<file path="config.mk">
export PLATFORM = sky130hd
export DESIGN_NAME = riscv_soft_fetch_flat
export DESIGN_NICKNAME = d
export VERILOG_FILES = /design/src/rtl/riscv_soft_fetch_pkg.sv /design/src/rtl/riscv_soft_fetch_if.sv /design/src/rtl/riscv_soft_ibuf.sv /design/src/rtl/riscv_soft_fetch.sv /design/src/flat_wrapper.sv
export SDC_FILE = /design/constraint.sdc
export NUM_CORES = 1
export LEC_CHECK = 0
export ABC_AREA = 1
export BUFFER_PORTS_ARGS = -buffer_cell sky130_fd_sc_hd__buf_4
export CAP_MARGIN = 20
export CORE_UTILIZATION = 47
export CTS_CLUSTER_DIAMETER = 80
export DETAILED_ROUTE_END_ITERATION = 8
export PLACE_DENSITY = 0.71
export REMOVE_ABC_BUFFERS = 1
export SLEW_MARGIN = 15
export SYNTH_ARGS = -nofsm -noshare
export SYNTH_HDL_FRONTEND = slang
export SYNTH_SLANG_ARGS = --single-unit
export TNS_END_PERCENT = 30
</file>
<file path="constraint.sdc">
create_clock -name clk -period 1.95 [get_ports clk]
set_input_delay 0.585 -clock clk [delete_from_list [all_inputs] [get_ports clk]]
set_output_delay 0.585 -clock clk [all_outputs]
set_load 0.005 [all_outputs]
</file>
<file path="src/rtl/riscv_soft_fetch_pkg.sv">
// Shared constants and types for the riscv-soft fetch front end.
package riscv_soft_fetch_pkg;

  localparam int unsigned INST_W = 32;

  localparam logic [INST_W-1:0] NOP = 32'h0000_0013;

  localparam logic [1:0] PC_SRC_PLUS_4 = 2'd0;
  localparam logic [1:0] PC_SRC_JUMP   = 2'd1;
  localparam logic [1:0] PC_SRC_BRANCH = 2'd2;

  // Source feeding the EX-facing instruction register on an unstalled cycle.
  typedef enum logic [1:0] {
    EX_SEL_NOP  = 2'd0,
    EX_SEL_BUF  = 2'd1,
    EX_SEL_RESP = 2'd2
  } ex_sel_e;

endpackage

</file>
<file path="src/rtl/riscv_soft_fetch_if.sv">
// Instruction-cache request/response channel between fetch (master) and i_cache (slave).
interface riscv_soft_fetch_if
  import riscv_soft_fetch_pkg::*;
#(
  parameter int unsigned XPR_LEN = 32
) ();

  logic               req_valid;
  logic               req_ready;
  logic [XPR_LEN-1:0] req_addr;
  logic               resp_valid;
  logic [INST_W-1:0]  resp_data;

  modport master (
    output req_valid, req_addr,
    input  req_ready, resp_valid, resp_data
  );

  modport slave (
    input  req_valid, req_addr,
    output req_ready, resp_valid, resp_data
  );

endinterface

</file>
<file path="src/rtl/riscv_soft_ibuf.sv">
// Single-entry {PC, instruction} holding register for responses that land while IF is stalled.
module riscv_soft_ibuf
  import riscv_soft_fetch_pkg::*;
#(
  parameter int unsigned XPR_LEN = 32
) (
  input  logic               clk,
  input  logic               reset,
  input  logic               wr_en,
  input  logic [XPR_LEN-1:0] wr_pc,
  input  logic [INST_W-1:0]  wr_data,
  input  logic               rd_en,
  input  logic               flush,
  output logic               valid,
  output logic [XPR_LEN-1:0] pc,
  output logic [INST_W-1:0]  data
);

  always_ff @(posedge clk) begin
    if (reset) begin
      valid <= 1'b0;
      pc    <= '0;
      data  <= NOP;
    end else if (flush) begin
      valid <= 1'b0;
    end else if (wr_en) begin
      valid <= 1'b1;
      pc    <= wr_pc;
      data  <= wr_data;
    end else if (rd_en) begin
      valid <= 1'b0;
    end
  end

endmodule

</file>
<file path="src/rtl/riscv_soft_fetch.sv">
// PIF/IF front end: owns fetch PC, issues one-word i_cache requests, feeds instruction_EX/PC_EX.
module riscv_soft_fetch
  import riscv_soft_fetch_pkg::*;
#(
  parameter int unsigned        XPR_LEN  = 32,
  parameter logic [XPR_LEN-1:0] RESET_PC = XPR_LEN'(32'h0000_0200)
) (
  input  logic                 clk,
  input  logic                 reset,
  input  logic                 stall_IF,
  input  logic [1:0]           next_PC_src_PIF,
  input  logic                 branch_taken_EX,
  input  logic [XPR_LEN-1:0]   jump_target_EX,
  input  logic [XPR_LEN-1:0]   branch_target_EX,
  riscv_soft_fetch_if.master   i_cache,
  output logic [INST_W-1:0]    instruction_EX,
  output logic [XPR_LEN-1:0]   PC_EX,
  output logic                 valid_EX
);

  logic [XPR_LEN-1:0] fetch_pc;
  logic [XPR_LEN-1:0] req_pc;
  logic               outstanding;
  logic               drop;

  logic               buf_valid;
  logic [XPR_LEN-1:0] buf_pc;
  logic [INST_W-1:0]  buf_data;

  logic               redirect_c;
  logic [XPR_LEN-1:0] target_c;
  logic               resp_fire_c;
  logic               resp_live_c;
  logic               issue_c;
  logic               accept_c;
  ex_sel_e            ex_sel_c;

  // Redirect, issue and EX-source decisions for this cycle.
  always_comb begin
    redirect_c  = 1'b0;
    target_c    = branch_target_EX;
    resp_fire_c = 1'b0;
    resp_live_c = 1'b0;
    issue_c     = 1'b0;
    accept_c    = 1'b0;
    ex_sel_c    = EX_SEL_NOP;

    redirect_c = !stall_IF && valid_EX &&
                 ((next_PC_src_PIF == PC_SRC_JUMP) ||
                  ((next_PC_src_PIF == PC_SRC_BRANCH) && branch_taken_EX));
    if (next_PC_src_PIF == PC_SRC_JUMP)
      target_c = {jump_target_EX[XPR_LEN-1:1], 1'b0};

    // Responses with nothing outstanding are stale (e.g. issued before reset).
    resp_fire_c = i_cache.resp_valid && outstanding;
    resp_live_c = resp_fire_c && !drop && !redirect_c;

    issue_c  = !reset && !redirect_c && !buf_valid &&
               (!outstanding || (i_cache.resp_valid && !stall_IF));
    accept_c = issue_c && i_cache.req_ready;

    if (redirect_c)       ex_sel_c = EX_SEL_NOP;
    else if (buf_valid)   ex_sel_c = EX_SEL_BUF;
    else if (resp_live_c) ex_sel_c = EX_SEL_RESP;
  end

  assign i_cache.req_valid = issue_c;
  assign i_cache.req_addr  = fetch_pc;

  riscv_soft_ibuf #(.XPR_LEN(XPR_LEN)) u_ibuf (
    .clk     (clk),
    .reset   (reset),
    .wr_en   (resp_live_c && stall_IF),
    .wr_pc   (req_pc),
    .wr_data (i_cache.resp_data),
    .rd_en   (!stall_IF && buf_valid),
    .flush   (redirect_c),
    .valid   (buf_valid),
    .pc      (buf_pc),
    .data    (buf_data)
  );

  always_ff @(posedge clk) begin
    if (reset) begin
      fetch_pc       <= RESET_PC;
      req_pc         <= '0;
      outstanding    <= 1'b0;
      drop           <= 1'b0;
      instruction_EX <= NOP;
      PC_EX          <= '0;
      valid_EX       <= 1'b0;
    end else begin
      if (redirect_c)    fetch_pc <= target_c;
      else if (accept_c) fetch_pc <= fetch_pc + XPR_LEN'(4);

      if (accept_c) req_pc <= fetch_pc;

      if (accept_c)         outstanding <= 1'b1;
      else if (resp_fire_c) outstanding <= 1'b0;

      // An in-flight request whose response has not yet come back must be discarded.
      if (redirect_c)       drop <= outstanding && !i_cache.resp_valid;
      else if (resp_fire_c) drop <= 1'b0;

      if (!stall_IF) begin
        case (ex_sel_c)
          EX_SEL_BUF: begin
            instruction_EX <= buf_data;
            PC_EX          <= buf_pc;
            valid_EX       <= 1'b1;
          end
          EX_SEL_RESP: begin
            instruction_EX <= i_cache.resp_data;
            PC_EX          <= req_pc;
            valid_EX       <= 1'b1;
          end
          default: begin
            instruction_EX <= NOP;
            valid_EX       <= 1'b0;
          end
        endcase
      end
    end
  end

endmodule
</file>
<file path="src/flat_wrapper.sv">
// flat-port wrapper written by rule: the top's interface ports become plain ports
module riscv_soft_fetch_flat import riscv_soft_fetch_pkg::*;
#(
  parameter int unsigned        XPR_LEN  = 32,
  parameter logic [XPR_LEN-1:0] RESET_PC = XPR_LEN'(32'h0000_0200)
)
  (clk, reset, stall_IF, next_PC_src_PIF, branch_taken_EX, jump_target_EX, branch_target_EX, instruction_EX, PC_EX, valid_EX, i_cache_req_valid, i_cache_req_addr, i_cache_req_ready, i_cache_resp_valid, i_cache_resp_data);
  riscv_soft_fetch_if #(.XPR_LEN(XPR_LEN)) i_cache_i ();
  input  logic clk;
  input  logic reset;
  input  logic stall_IF;
  input  logic [1:0] next_PC_src_PIF;
  input  logic branch_taken_EX;
  input  logic [XPR_LEN-1:0] jump_target_EX;
  input  logic [XPR_LEN-1:0] branch_target_EX;
  output logic [INST_W-1:0] instruction_EX;
  output logic [XPR_LEN-1:0] PC_EX;
  output logic valid_EX;
  output wire logic [$bits(i_cache_i.req_valid)-1:0] i_cache_req_valid;
  output wire logic [$bits(i_cache_i.req_addr)-1:0] i_cache_req_addr;
  input wire logic [$bits(i_cache_i.req_ready)-1:0] i_cache_req_ready;
  input wire logic [$bits(i_cache_i.resp_valid)-1:0] i_cache_resp_valid;
  input wire logic [$bits(i_cache_i.resp_data)-1:0] i_cache_resp_data;
  assign i_cache_req_valid = i_cache_i.req_valid;
  assign i_cache_req_addr = i_cache_i.req_addr;
  assign i_cache_i.req_ready = i_cache_req_ready;
  assign i_cache_i.resp_valid = i_cache_resp_valid;
  assign i_cache_i.resp_data = i_cache_resp_data;
  riscv_soft_fetch #(.XPR_LEN(XPR_LEN), .RESET_PC(RESET_PC)) u_core (.clk(clk), .reset(reset), .stall_IF(stall_IF), .next_PC_src_PIF(next_PC_src_PIF), .branch_taken_EX(branch_taken_EX), .jump_target_EX(jump_target_EX), .branch_target_EX(branch_target_EX), .i_cache(i_cache_i), .instruction_EX(instruction_EX), .PC_EX(PC_EX), .valid_EX(valid_EX));
endmodule
</file>
== Yosys cells after proc, flatten, opt, wreduce, memory -nomap -nowiden ==
Index checks and enable logic that the tools add are counted.
Widths: inputs -> output; s select.

* Output and inout bits: 98
* Bits in registers: 196
* Input port bits: 104
* Logic and storage cells: 63

* Eq/ne operators: 4
* Reduce and logical (&&, ||, !) cells: 32
* Bitwise logic cells: 2
* Add/subtract/negate cells: 1
* Multiplexer cells: 14

{| class="wikitable"
|+ Operator list
! cell !! number
|-
| $pmux 32 s2 || 2
|-
| $mux 32 || 3
|-
| $add 32x3->32 const B || 1
|-
| $logic_and 1x1->1 || 14
|-
| $reduce_bool 2->1 || 5
|-
| $logic_not 1->1 || 7
|-
| $mux 1 || 6
|-
| $mux 2 || 3
|-
| $eq 2x1->1 const B || 2
|-
| $eq 2x2->1 const B || 2
|-
| $reduce_and 2->1 || 2
|-
| $reduce_or 2->1 || 2
|-
| $logic_or 1x1->1 || 2
|-
| $not 1->1 || 2
|}

== Depth between registers and ports, before layout ==
Gate-level depths: netlist (run 1).

* Depth after elaboration: 12
* Depth in mapped cells: 11
* Gate-level depth less buffers: 11

== By module ==
A second synthesis (run 1) with hierarchy kept.

* Cell total of the unflattened synthesis: 1430
* Area total of the unflattened synthesis: 9449.1 sq um

{| class="wikitable"
|+ Modules (own cells, without submodules)
! module !! seq. area each (sq um) !! area each (sq um) !! times used !! cells each
|-
| riscv_soft_fetch || 2622.5 || 6681.4 || 1 || 1015
|-
| riscv_soft_ibuf || 1301.2 || 2767.7 || 1 || 415
|}

== Worst setup path before layout (run 1) ==
No wires, ideal clock.

* Path kind: input to register
* Start: input next_PC_src_PIF[1]
* End: register u_core.PC_EX[23]
* Required time: 1.831 ns
* Arrival: 1.541 ns
* Slack: 0.290 ns
* Cell stages on the path: 10
* Buffers on the path: 2
* Library setup time: 0.119 ns
* Path through: inv_2 > nand2_2 > nand2_2 > nand2_8 > nand2_2 > buf_6 > buf_4 > nor2_1 > a211oi_1 > nor2_1

* Word-level cells in the longest chain between the ends: 12
* Elaborated cells on any way between the ends: 15
* Those cells by class: eq/ne (4); mux (4); reduce/logical (7)

{| class="wikitable"
|+ Ends and longest elaborated chain
! what !! RTL line !! source
|-
| start, declared || flat_wrapper.sv:12 || <nowiki>input logic [1:0] next_PC_src_PIF;</nowiki>
|-
| $eq 2x2->1 || riscv_soft_fetch.sv:50 || <nowiki>((next_PC_src_PIF == PC_SRC_BRANCH) && branch_taken_EX));</nowiki>
|-
| $logic_and 1x1->1 || riscv_soft_fetch.sv:50 ||
|-
| $logic_or 1x1->1 * || riscv_soft_fetch.sv:49 || <nowiki>((next_PC_src_PIF == PC_SRC_JUMP) ||</nowiki>
|-
| $logic_and 1x1->1 * || riscv_soft_fetch.sv:48 || <nowiki>redirect_c = !stall_IF && valid_EX &&</nowiki>
|-
| $logic_not 1->1 || riscv_soft_fetch.sv:56 || <nowiki>resp_live_c = resp_fire_c && !drop && !redirect_c;</nowiki>
|-
| $logic_and 1x1->1 || riscv_soft_fetch.sv:56 ||
|-
| $mux 2 || riscv_soft_fetch.sv:64 || <nowiki>else if (resp_live_c) ex_sel_c = EX_SEL_RESP;</nowiki>
|-
| $mux 2 || riscv_soft_fetch.sv:63 || <nowiki>else if (buf_valid) ex_sel_c = EX_SEL_BUF;</nowiki>
|-
| $mux 2 * || riscv_soft_fetch.sv:62 || <nowiki>if (redirect_c) ex_sel_c = EX_SEL_NOP;</nowiki>
|-
| $eq 2x1->1 / $eq 2x2->1 (equally long branches) || riscv_soft_fetch.sv:106 || <nowiki>case (ex_sel_c)</nowiki>
|-
| $reduce_bool 2->1 (no line) || -- ||
|-
| $reduce_and 2->1 (no line) || -- ||
|-
| end signal, assigned || riscv_soft_fetch.sv:109 || <nowiki>PC_EX <= buf_pc;</nowiki>
|-
| end signal, assigned || riscv_soft_fetch.sv:114 || <nowiki>PC_EX <= req_pc;</nowiki>
|-
| end, declared || riscv_soft_fetch.sv:17 || <nowiki>output logic [XPR_LEN-1:0] PC_EX,</nowiki>
|}

Mark *: on every way between the ends. The rest lies on a longest branch, timed or not.
A chain may end at the register's enable or synchronous reset.

== Final worst setup path (run 1) ==
* Start: register u_core.outstanding
* End: output i_cache_req_valid

* Word-level cells in the longest chain between the ends: 3

{| class="wikitable"
|+ Ends and longest elaborated chain
! what !! RTL line !! source
|-
| start, declared || riscv_soft_fetch.sv:23 || <nowiki>logic outstanding;</nowiki>
|-
| start signal, assigned || riscv_soft_fetch.sv:87 || <nowiki>outstanding <= 1'b0;</nowiki>
|-
| start signal, assigned || riscv_soft_fetch.sv:98 || <nowiki>if (accept_c) outstanding <= 1'b1;</nowiki>
|-
| start signal, assigned || riscv_soft_fetch.sv:99 || <nowiki>else if (resp_fire_c) outstanding <= 1'b0;</nowiki>
|-
| $logic_not 1->1 || riscv_soft_fetch.sv:59 || <nowiki>(!outstanding || (i_cache.resp_valid && !stall_IF));</nowiki>
|-
| $logic_or 1x1->1 || riscv_soft_fetch.sv:59 ||
|-
| $logic_and 1x1->1 || riscv_soft_fetch.sv:58 || <nowiki>issue_c = !reset && !redirect_c && !buf_valid &&</nowiki>
|-
| end, declared || flat_wrapper.sv:19 || <nowiki>output wire logic [$bits(i_cache_i.req_valid)-1:0] i_cache_req_valid;</nowiki>
|}

No other way between the ends.

==> flow_summary.ini, run 1 <==
[drt]
routedWlPerCell_um = 15.0
drt-vias-per-instance = 5.21
routed_wl_um = 26200
drc = 0
vias = 9089
first_pass_iters = 5
drtIter0Drc = 541
ant_nets = 0

[flow_run]
max_cap_violations = 0

[floorplanning]
initial_utilization_pct = 48.5
die_w_um = 142
die_h_um = 142
rows = 50
dieArea_um2 = 20100
ioPinCount = 202
core_um2 = 19000

[timing]
max_freq_ghz = 0.525
finalCritPeriodShare_pct = 97.6
setup_violations = 0
finalHoldViolCount = 0
finClkSkew_ns = 0.00850
drv_slew = 0
rsz0062_at_grt = true
timing.setup.tns_ns = 0
slew_headroom_pct = 57.0
max_slew.worst_pin.slew_ns = 0.645
min_period_ns = 1.90

[finish]
mostFrequentLayoutCells = buf_4, nor2_1, dfxtp_1, o21ai_0, nand2_1
layout-drive-gt1-share_pct = 25.0
instances_no_fill = 1744
insertedDiodeCount = 0
syn_to_final_growth_pct = 28.4
layout_commonest_cell = buf_4
postLayoutCoreUtil_pct = 62.3
finalNetCount = 1576

[worst_setup_path]
critPathCaptureType = output port
rr_startpoint = u_core.i_cache.req_addr[2]$_SDFFE_PP0P_
cp.arrival_ns = 1.32
setup.worst_path.start = u_core.outstanding$_SDFFE_PP0P_
start_kind = flip-flop
r2r-end = u_core.i_cache.req_addr[20]$_SDFFE_PP0P_
rr_worst_depth = 8
worstPathRequired_ns = 1.36
r2r_slack_ns = 0.17
critPathKind = reg -> out
worstPathMaxFanout = 3
cp-endpoint = i_cache_req_valid

[placed_design]
io_buffers = 200
dp.final_hpwl_um = 18300
dp.cells = 1709
place_congestion = 0.913

[pwr]
leakagePower_nw = 5.06
power_density_nw_per_um2 = 748
peakVddDrop_mv = 0.697
p_total_mw = 8.83

[yosys]
synth-async-reset-ratio_pct = 0
yosysSeqAreaShare_pct = 42.7
netlist_area_um2 = 9200
synth_edf_count = 0
yosys_register_bits = 196
syn_area_per_cell_um2 = 7.25
synth_top_area_share_pct = 42.7
yosys.area.top_type = dfxtp_1
synthDistinctLibCells = 40
yosys_warnings = 0
synth_area_leaders = dfxtp_1, o21ai_0, nor2_1
synth-main-ff-cell = dfxtp_1
synthCells = 1269

[cts]
cts_buffers = 17
hold_buffers = 0
htreeDepth = 4
clkSinkCount = 196
clock_path_buffers = 2
root_buffer = clkbuf_16
cts_tree = done
clkLatencyLatePin_ns = 0.45
clkSlewWorstSetupHoldPaths_ns = 0.08

[grt]
grt_pass1_wl_um = 41800
grt_usage_pct = 26.5
grtUsageMet3_pct = 7.15
grtUsageMet1_pct = 32.9
grt_max_degree = 62
grt_pass1_vias = 8342
grt_overflow = 0
antenna_found_initial = 0
grt.busiest_layer = met2
met2_usage_pct = 44.6

[status]
status = finished clean

[worst_hold_path]
worstHoldPathType = in -> reg
==> flip-flops by register name, indices dropped and copies added (netlist names) <==
| register | count |
|---|---|
| u_core.PC_EX | 32 |
| u_core.i_cache.req_addr | 32 |
| u_core.instruction_EX | 32 |
| u_core.req_pc | 32 |
| u_core.u_ibuf.data | 32 |
| u_core.u_ibuf.pc | 32 |
| u_core.drop | 1 |
| u_core.outstanding | 1 |
| u_core.u_ibuf.valid | 1 |
| u_core.valid_EX | 1 |
==> logic make-up after synthesis <==
group	share of synthesized area [%]
adders and majority gates	0.136
xor gates and xnor gates	1.14
AOI/OAI and AO/OA	24.3
DFF	42.7
buffers and inverters	10.1
and+or+nand+nor	21.7
==> how the worst min path moves through the flow <==
stage / cells past startpoint / start / slack, ns / end
4_1_cts: 3 / i_cache_resp_data[0] / 0.35 / u_core.u_ibuf.data[0]$_SDFFE_PP1P_
6_report: 3 / i_cache_resp_data[0] / 0.36 / u_core.u_ibuf.data[0]$_SDFFE_PP1P_
5_1_grt: 3 / i_cache_resp_data[0] / 0.37 / u_core.u_ibuf.data[0]$_SDFFE_PP1P_
3_5_place_dp: 2 / u_core.u_ibuf.data[23]$_SDFFE_PP0P_ / 0.44 / u_core.u_ibuf.data[23]$_SDFFE_PP0P_
3_3_place_gp: 2 / u_core.u_ibuf.data[15]$_SDFFE_PP0P_ / 0.43 / u_core.u_ibuf.data[15]$_SDFFE_PP0P_
2_1_floorplan: 2 / u_core.u_ibuf.data[10]$_SDFFE_PP0P_ / 0.43 / u_core.u_ibuf.data[10]$_SDFFE_PP0P_
==> cell usage after synthesis (8+ instances only) <==
library cell / n
nor2_1: 198
dfxtp_1: 196
o21ai_0: 182
nand2_1: 136
inv_1: 122
a21oi_1: 119
nand3_1: 73
clkbuf_1: 42
o21ai_1: 36
a211oi_2: 30
buf_2: 14
buf_4: 11
a31oi_1: 10
buf_6: 9
nand4_1: 8
o211ai_1: 8
or2_2: 8
xor2_1: 8
==> power by group <==
| group | leakage (nW) | switching (mW) | internal, mW |
|---|---|---|---|
| sequential | 1.60 | 0.126 | 4.19 |
| combinational | 3.19 | 0.615 | 0.547 |
| clock | 0.266 | 1.63 | 1.72 |
| total | 5.06 | 2.37 | 6.46 |
==> cell type report <==
cell class	count	area [µm²]
clock buffer	20	457
clock inverter	12	98.8
tap	260	325
timing repair buffer	267	2140
fill	1730	7140
multi-input combinational	859	4370
sequential	196	3930
inverter	130	493
==> metrics by stage <==
step | cell area, µm² | hold WS, ns | setup slack (ns)
final | 11800 | 0.361 | 0.0467
after floorplan | 8760 | 0.427 | -1.30
after detailed placement | 11200 | 0.437 | -0.0286
after global placement | 11200 | 0.431 | -0.00873
after CTS | 11800 | 0.348 | 0.00469
after global routing | 11800 | 0.367 | -0.0226
==> timing repair <==
action                                  CTS  global route
setup buffers                             3             0
gates resized for setup                   6             5
endpoints found under the setup margin    1             3
pin swaps                                 3             2
gates cloned                              0             0
==> critical path, cell delays in order (launching register included) <==
cell     delay [ns]
dfxtp_2        0.34
inv_2          0.07
nor2_4         0.04
nor2_4         0.15
nand3_2        0.10
inv_1          0.06
buf_4          0.11
==> metal layers <==
layer	wire length (µm)	part of all wire (%)
met3	1970	7.5
met4	384	1.5
met1	11200	43
met2	12600	48
met5	0	0
Note: power is estimated with default switching activity, not from simulation.
==> inputs of run 2 (changes only) <==
--- a/config.mk
+++ b/config.mk
@@ -11,7 +11,7 @@
 export CORE_UTILIZATION = 47
 export CTS_CLUSTER_DIAMETER = 80
 export DETAILED_ROUTE_END_ITERATION = 8
-export PLACE_DENSITY = 0.71
+export PLACE_DENSITY = 0.73
 export REMOVE_ABC_BUFFERS = 1
 export SLEW_MARGIN = 15
 export SYNTH_ARGS = -nofsm -noshare
==> constraint.sdc (replaced) <==
create_clock -name clk -period 1.75 [get_ports clk]
set_input_delay 0.525 -clock clk [delete_from_list [all_inputs] [get_ports clk]]
set_output_delay 0.525 -clock clk [all_outputs]
set_load 0.005 [all_outputs]
==> flow_summary.ini, run 2 (same netlist as run 1, synthesis figures left out) <==
[timing]
setup_violations = 1
slew_headroom_pct = 73.1
fin_hold_ws_ns = 0.316
finalCritPeriodShare_pct = 103
finClkSkew_ns = 0.0108
min_period_ns = 1.80
max_slew.worst_pin.slew_ns = 0.404
max_freq_ghz = 0.555
drv_slew = 0
finalHoldViolCount = 0
fin_ws_ns = -0.0524
rsz0062_at_grt = true

[grt]
grt_overflow = 0
grt_pass1_wl_um = 42400
antenna_found_initial = 0
grt_max_degree = 62
grt_usage_pct = 26.6
grt_pass1_vias = 8635

[drt]
routedWlPerCell_um = 14.9
first_pass_iters = 5
drc = 0
ant_nets = 0
routed_wl_um = 26300
drt-vias-per-instance = 5.26
drtIter0Drc = 470
vias = 9256

[cts]
hold_buffers = 0
cts_tree = done
root_buffer = clkbuf_16
clkSlewWorstSetupHoldPaths_ns = 0.07
htreeDepth = 4
clock_path_buffers = 2
cts_buffers = 17
clkSinkCount = 196
clkLatencyLatePin_ns = 0.44

[worst_setup_path]
slowest_delay_ns = 0.34
r2r_slack_ns = 0.11
crit_family = flip-flops
worstPathRequired_ns = 1.22
rr_worst_depth = 11
cp_cell_sequence = inv_2 -> nor2_4 -> nand2_8 -> nand3_4 -> inv_2 -> buf_6
worstPathMaxFanout = 2
cp.arrival_ns = 1.28
critPathKind = reg -> out
crit_top_cell = inv_2
cp.buffers_inverters = 3
critPathCaptureType = output port
crit_cells = 6
critPathSlowestCell = dfxtp_2
start_kind = flip-flop

[pwr]
peakVddDrop_mv = 0.686
power_density_nw_per_um2 = 824
leakagePower_nw = 5.19

[finish]
layout-drive-gt1-share_pct = 26.1
n_fill_cell = 1734
finalNetCount = 1592
layout_commonest_cell = buf_4
insertedDiodeCount = 0
postLayoutCoreUtil_pct = 63.7
mostFrequentLayoutCells = buf_4, nor2_1, dfxtp_1, o21ai_0, nand2_1
syn_to_final_growth_pct = 31.3

[floorplanning]
die_w_um = 142
die_h_um = 142
initial_utilization_pct = 48.5
rows = 50
dieArea_um2 = 20100
core_um2 = 19000
ioPinCount = 202

[worst_hold_path]
worstHoldPathType = in -> reg
min_path_cells = 3

[placed_design]
dp.final_hpwl_um = 18300
place_congestion = 0.897
io_buffers = 200

[flow_run]
max_cap_violations = 0

[status]
violations = negative setup slack
status = finished, violations left
run 2: power by group:
part           internal (mW)  total (mW)  switching, mW
combinational          0.651        1.37          0.716
sequential              4.66        4.79          0.123
clock                   1.90        3.80           1.91
run 2: metrics by stage:
stage / instances / power [mW] / cell area [µm²] / setup WS (ns) / TNS (ns)
6_report: 1760 / 9.95 / 12100 / -0.0524 / -0.0524
3_5_place_dp: 1723 / 6.23 / 11400 / -0.184 / -6.51
2_1_floorplan: 1185 / 5.46 / 8760 / -1.44 / -187.74
4_1_cts: 1760 / 10.0 / 12100 / -0.0722 / -0.0722
5_1_grt: 1760 / 10.4 / 12100 / -0.127 / -0.127
3_3_place_gp: 1723 / 6.20 / 11400 / -0.159 / -5.65
run 2: timing repair:
item,in CTS,in global routing
setup endpoints to repair,1,16
buffers inserted,5,0
pin swaps,4,1
resized for setup,11,6
run 2: routing by layer:
| metal | up-vias | GRT usage, % | share of wire [%] |
|---|---|---|---|
| met4 | 0 | 8.72 | 2.0 |
| met1 | 4334 | 33.3 | 43 |
| li1 | 4630 | - | - |
| met3 | 32 | 6.48 | 7.0 |
| met2 | 260 | 44.8 | 48 |
| met5 | - | 0 | 0 |
run 2: final timing paths:
path,start,endpoint
min reg2reg,u_core.u_ibuf.data[5]$_SDFFE_PP0P_,u_core.u_ibuf.data[5]$_SDFFE_PP0P_
max reg2reg,u_core.valid_EX$_SDFFE_PP0N_,u_core.PC_EX[2]$_SDFFE_PP0P_
min,i_cache_resp_data[4],u_core.u_ibuf.data[4]$_SDFFE_PP1P_
max,u_core.valid_EX$_SDFFE_PP0N_,i_cache_req_valid
run 2: cell type report:
class / instances / area, µm² / share of cell area, %
flip-flops and latches: 196 / 3930 / 32.5
multi-input cells: 859 / 4380 / 36.3
repair buffers: 283 / 2380 / 19.7
inverters: 130 / 493 / 4.08
well taps: 260 / 325 / 2.69
clock buffers: 17 / 425 / 3.52
clock inverters: 15 / 145 / 1.20
run 2: worst register-to-register path, cell delays in order (launching register included):
cell	delay [ns]
dfxtp_2	0.34
inv_2	0.05
nor2_4	0.15
nand2_8	0.06
buf_4	0.19
nand2_2	0.12
nand2_2	0.08
nand2_4	0.11
inv_4	0.06
buf_12	0.15
o21ai_1	0.15
nor2_1	0.07
==> inputs of run 3 (changes only) <==
--- a/config.mk
+++ b/config.mk
@@ -9,12 +9,15 @@
 export BUFFER_PORTS_ARGS = -buffer_cell sky130_fd_sc_hd__buf_4
 export CAP_MARGIN = 20
 export CORE_UTILIZATION = 47
+export CTS_BUF_LIST = sky130_fd_sc_hd__clkbuf_8
 export CTS_CLUSTER_DIAMETER = 80
 export DETAILED_ROUTE_END_ITERATION = 8
 export PLACE_DENSITY = 0.73
 export REMOVE_ABC_BUFFERS = 1
+export SETUP_SLACK_MARGIN = 0.4
 export SLEW_MARGIN = 15
 export SYNTH_ARGS = -nofsm -noshare
 export SYNTH_HDL_FRONTEND = slang
+export SYNTH_HIERARCHICAL = 1
 export SYNTH_SLANG_ARGS = --single-unit
 export TNS_END_PERCENT = 30
==> flow_summary.ini, run 3 <==
[drt]
vias = 10145
drtIter0Drc = 626
routed_wl_um = 30300
first_pass_iters = 6
ant_nets = 0
routedWlPerCell_um = 15.6
drt-vias-per-instance = 5.23
drc = 0

[worst_hold_path]
min_from = i_cache_resp_data[1]
worstHoldPathType = in -> reg

[yosys]
netlist_area_um2 = 9450
yosysSeqAreaShare_pct = 41.5
synth_top_area_share_pct = 41.5
synth_area_leaders = dfxtp_1, nand2_1, a21oi_1
synthCells = 1430
synth-main-ff-cell = dfxtp_1
synth_edf_count = 0
synth-async-reset-ratio_pct = 0
yosys.area.top_type = dfxtp_1
synthDistinctLibCells = 37
synth_commonest_cells = nand2_1, nor2_1, dfxtp_1
yosys_warnings = 6
yosysMostFrequentCell = nand2_1
yosys_register_bits = 196
syn_area_per_cell_um2 = 6.61

[cts]
clkSinkCount = 196
clkLatencyLatePin_ns = 0.46
htreeDepth = 4
cts_buffers = 17
hold_buffers = 0
clkSlewWorstSetupHoldPaths_ns = 0.10
clock_path_buffers = 2
root_buffer = clkbuf_8
cts_tree = done

[finish]
stdcell_area_um2 = 13000
insertedDiodeCount = 0
layout-drive-gt1-share_pct = 28.0
layout_commonest_cell = nand2_1
syn_to_final_growth_pct = 37.3
instances_no_fill = 1941
finalNetCount = 1772
mostFrequentLayoutCells = nand2_1, buf_4, nor2_1, dfxtp_1, inv_1

[timing]
max_freq_ghz = 0.510
timing.setup.tns_ns = -12.46
fin_ws_ns = -0.211
rsz0062_at_grt = true
drv_slew = 0
finClkSkew_ns = 0.00766
setup_violations = 109
max_slew.worst_pin.slew_ns = 0.428
min_period_ns = 1.96
finalHoldViolCount = 0
finalCritPeriodShare_pct = 112
slew_headroom_pct = 71.4

[worst_setup_path]
start_kind = flip-flop
cp.arrival_ns = 2.32
critPathKind = reg -> reg
worstPathRequired_ns = 2.11
rr_startpoint = u_core/valid_EX$_SDFFE_PP0N_
critPathCaptureType = flip-flop
worstPathMaxFanout = 8
setup.worst_path.start = u_core/valid_EX$_SDFFE_PP0N_

[placed_design]
dp.cells = 1895
io_buffers = 200
post-place-ws_ns = -0.590
dp.final_hpwl_um = 20000
placed_area_um2 = 11700
place_congestion = 0.930

[pwr]
power_frac_comb_pct = 15.3
power_frac_seq_pct = 50.6
p_int_mw = 6.87
swShare_pct = 26.5
clkPwrFrac_pct = 34.1
peakVddDrop_mv = 0.506
p_switching_mw = 2.47
power_density_nw_per_um2 = 720
leakagePower_nw = 5.70

[floorplanning]
dieArea_um2 = 20700
die_w_um = 144
die_h_um = 144
ioPinCount = 202
rows = 51
initial_utilization_pct = 48.2
core_um2 = 19600

[grt]
grt_usage_pct = 28.6
antenna_found_initial = 0
grt_pass1_vias = 9253
grt_pass1_wl_um = 46000
grt_max_degree = 54
grt_overflow = 0

[status]
status = finished, violations left
violations = negative setup slack

[flow_run]
max_cap_violations = 0
-- run 3: repair_timing --
action | CTS | global route
resized for setup | 67 | 133
endpoints found under the setup margin | 293 | 294
cloned | 2 | 6
pin swaps | 4 | 16
buffers inserted | 4 | 3
-- run 3: metrics by stage --
stage                     util [%]  total power, mW  hold WS [ns]
after floorplan                  -             5.33         0.429
after global placement        59.7             6.06         0.453
after detailed placement      59.7             6.08         0.456
after CTS                     63.0             9.27         0.295
after global routing          66.2             9.73         0.324
final                         66.2             9.34         0.321
-- run 3: worst paths after layout --
| check | to | slack [ns] | cells after the start |
|---|---|---|---|
| worst max register to register | u_core/PC_EX[31]$_SDFFE_PP0P_ | -0.21 | 11 |
| worst min-delay path | u_core/u_ibuf/data[1]$_SDFFE_PP1P_ | 0.32 | 3 |
| worst min register to register | u_core/instruction_EX[23]$_SDFFE_PP0N_ | 0.47 | 2 |
| worst max-delay path | u_core/PC_EX[31]$_SDFFE_PP0P_ | -0.21 | 11 |
-- run 3: cell families after synthesis --
family | synth area share (%)
DFF | 41.5
xor gates and xnor gates | 0.649
buffers and inverters | 9.94
AOI/OAI and AO/OA | 15.6
adders and majority gates | 0.530
and+or+nand+nor | 31.7
-- run 3: cell type report --
class,count,area [µm²]
flip-flops and latches,196,3930
fillers,1704,6620
inverters,125,485
multi-input cells,1018,5130
repair inverters,1,16.3
clock inverters,13,184
clock buffers,18,248
well taps,265,332
repair buffers,305,2650
-- run 3: per-layer routing --
| metal | up-vias | global-route usage (%) | routed length, µm |
|---|---|---|---|
| li1 | 5020 | - | - |
| met3 | 69 | 5.03 | 2130 |
| met2 | 379 | 47.4 | 14300 |
| met4 | 0 | 13.2 | 1100 |
| met1 | 4677 | 36.0 | 12800 |
| met5 | - | 0 | 0 |
-- run 3: critical path, cell delays in order, from the launching register on --
cell and delay (ns):
dfxtp_2 0.35, inv_2 0.04, nor2_4 0.08, a21boi_4 0.22, buf_6 0.13, nor2_4 0.04, ha_4 0.26, or2_4 0.24
clkinv_8 0.13, buf_12 0.18, o21ai_4 0.13, a21oi_2 0.05
-- run 3: power by group through the flow --
stage	clock network (mW)	registers, mW	logic [mW]
after floorplan	0	4.81	0.515
after global placement	0	4.81	1.25
after detailed placement	0	4.81	1.27
after CTS	3.24	4.72	1.31
after global routing	3.42	4.75	1.56
final	3.19	4.73	1.43
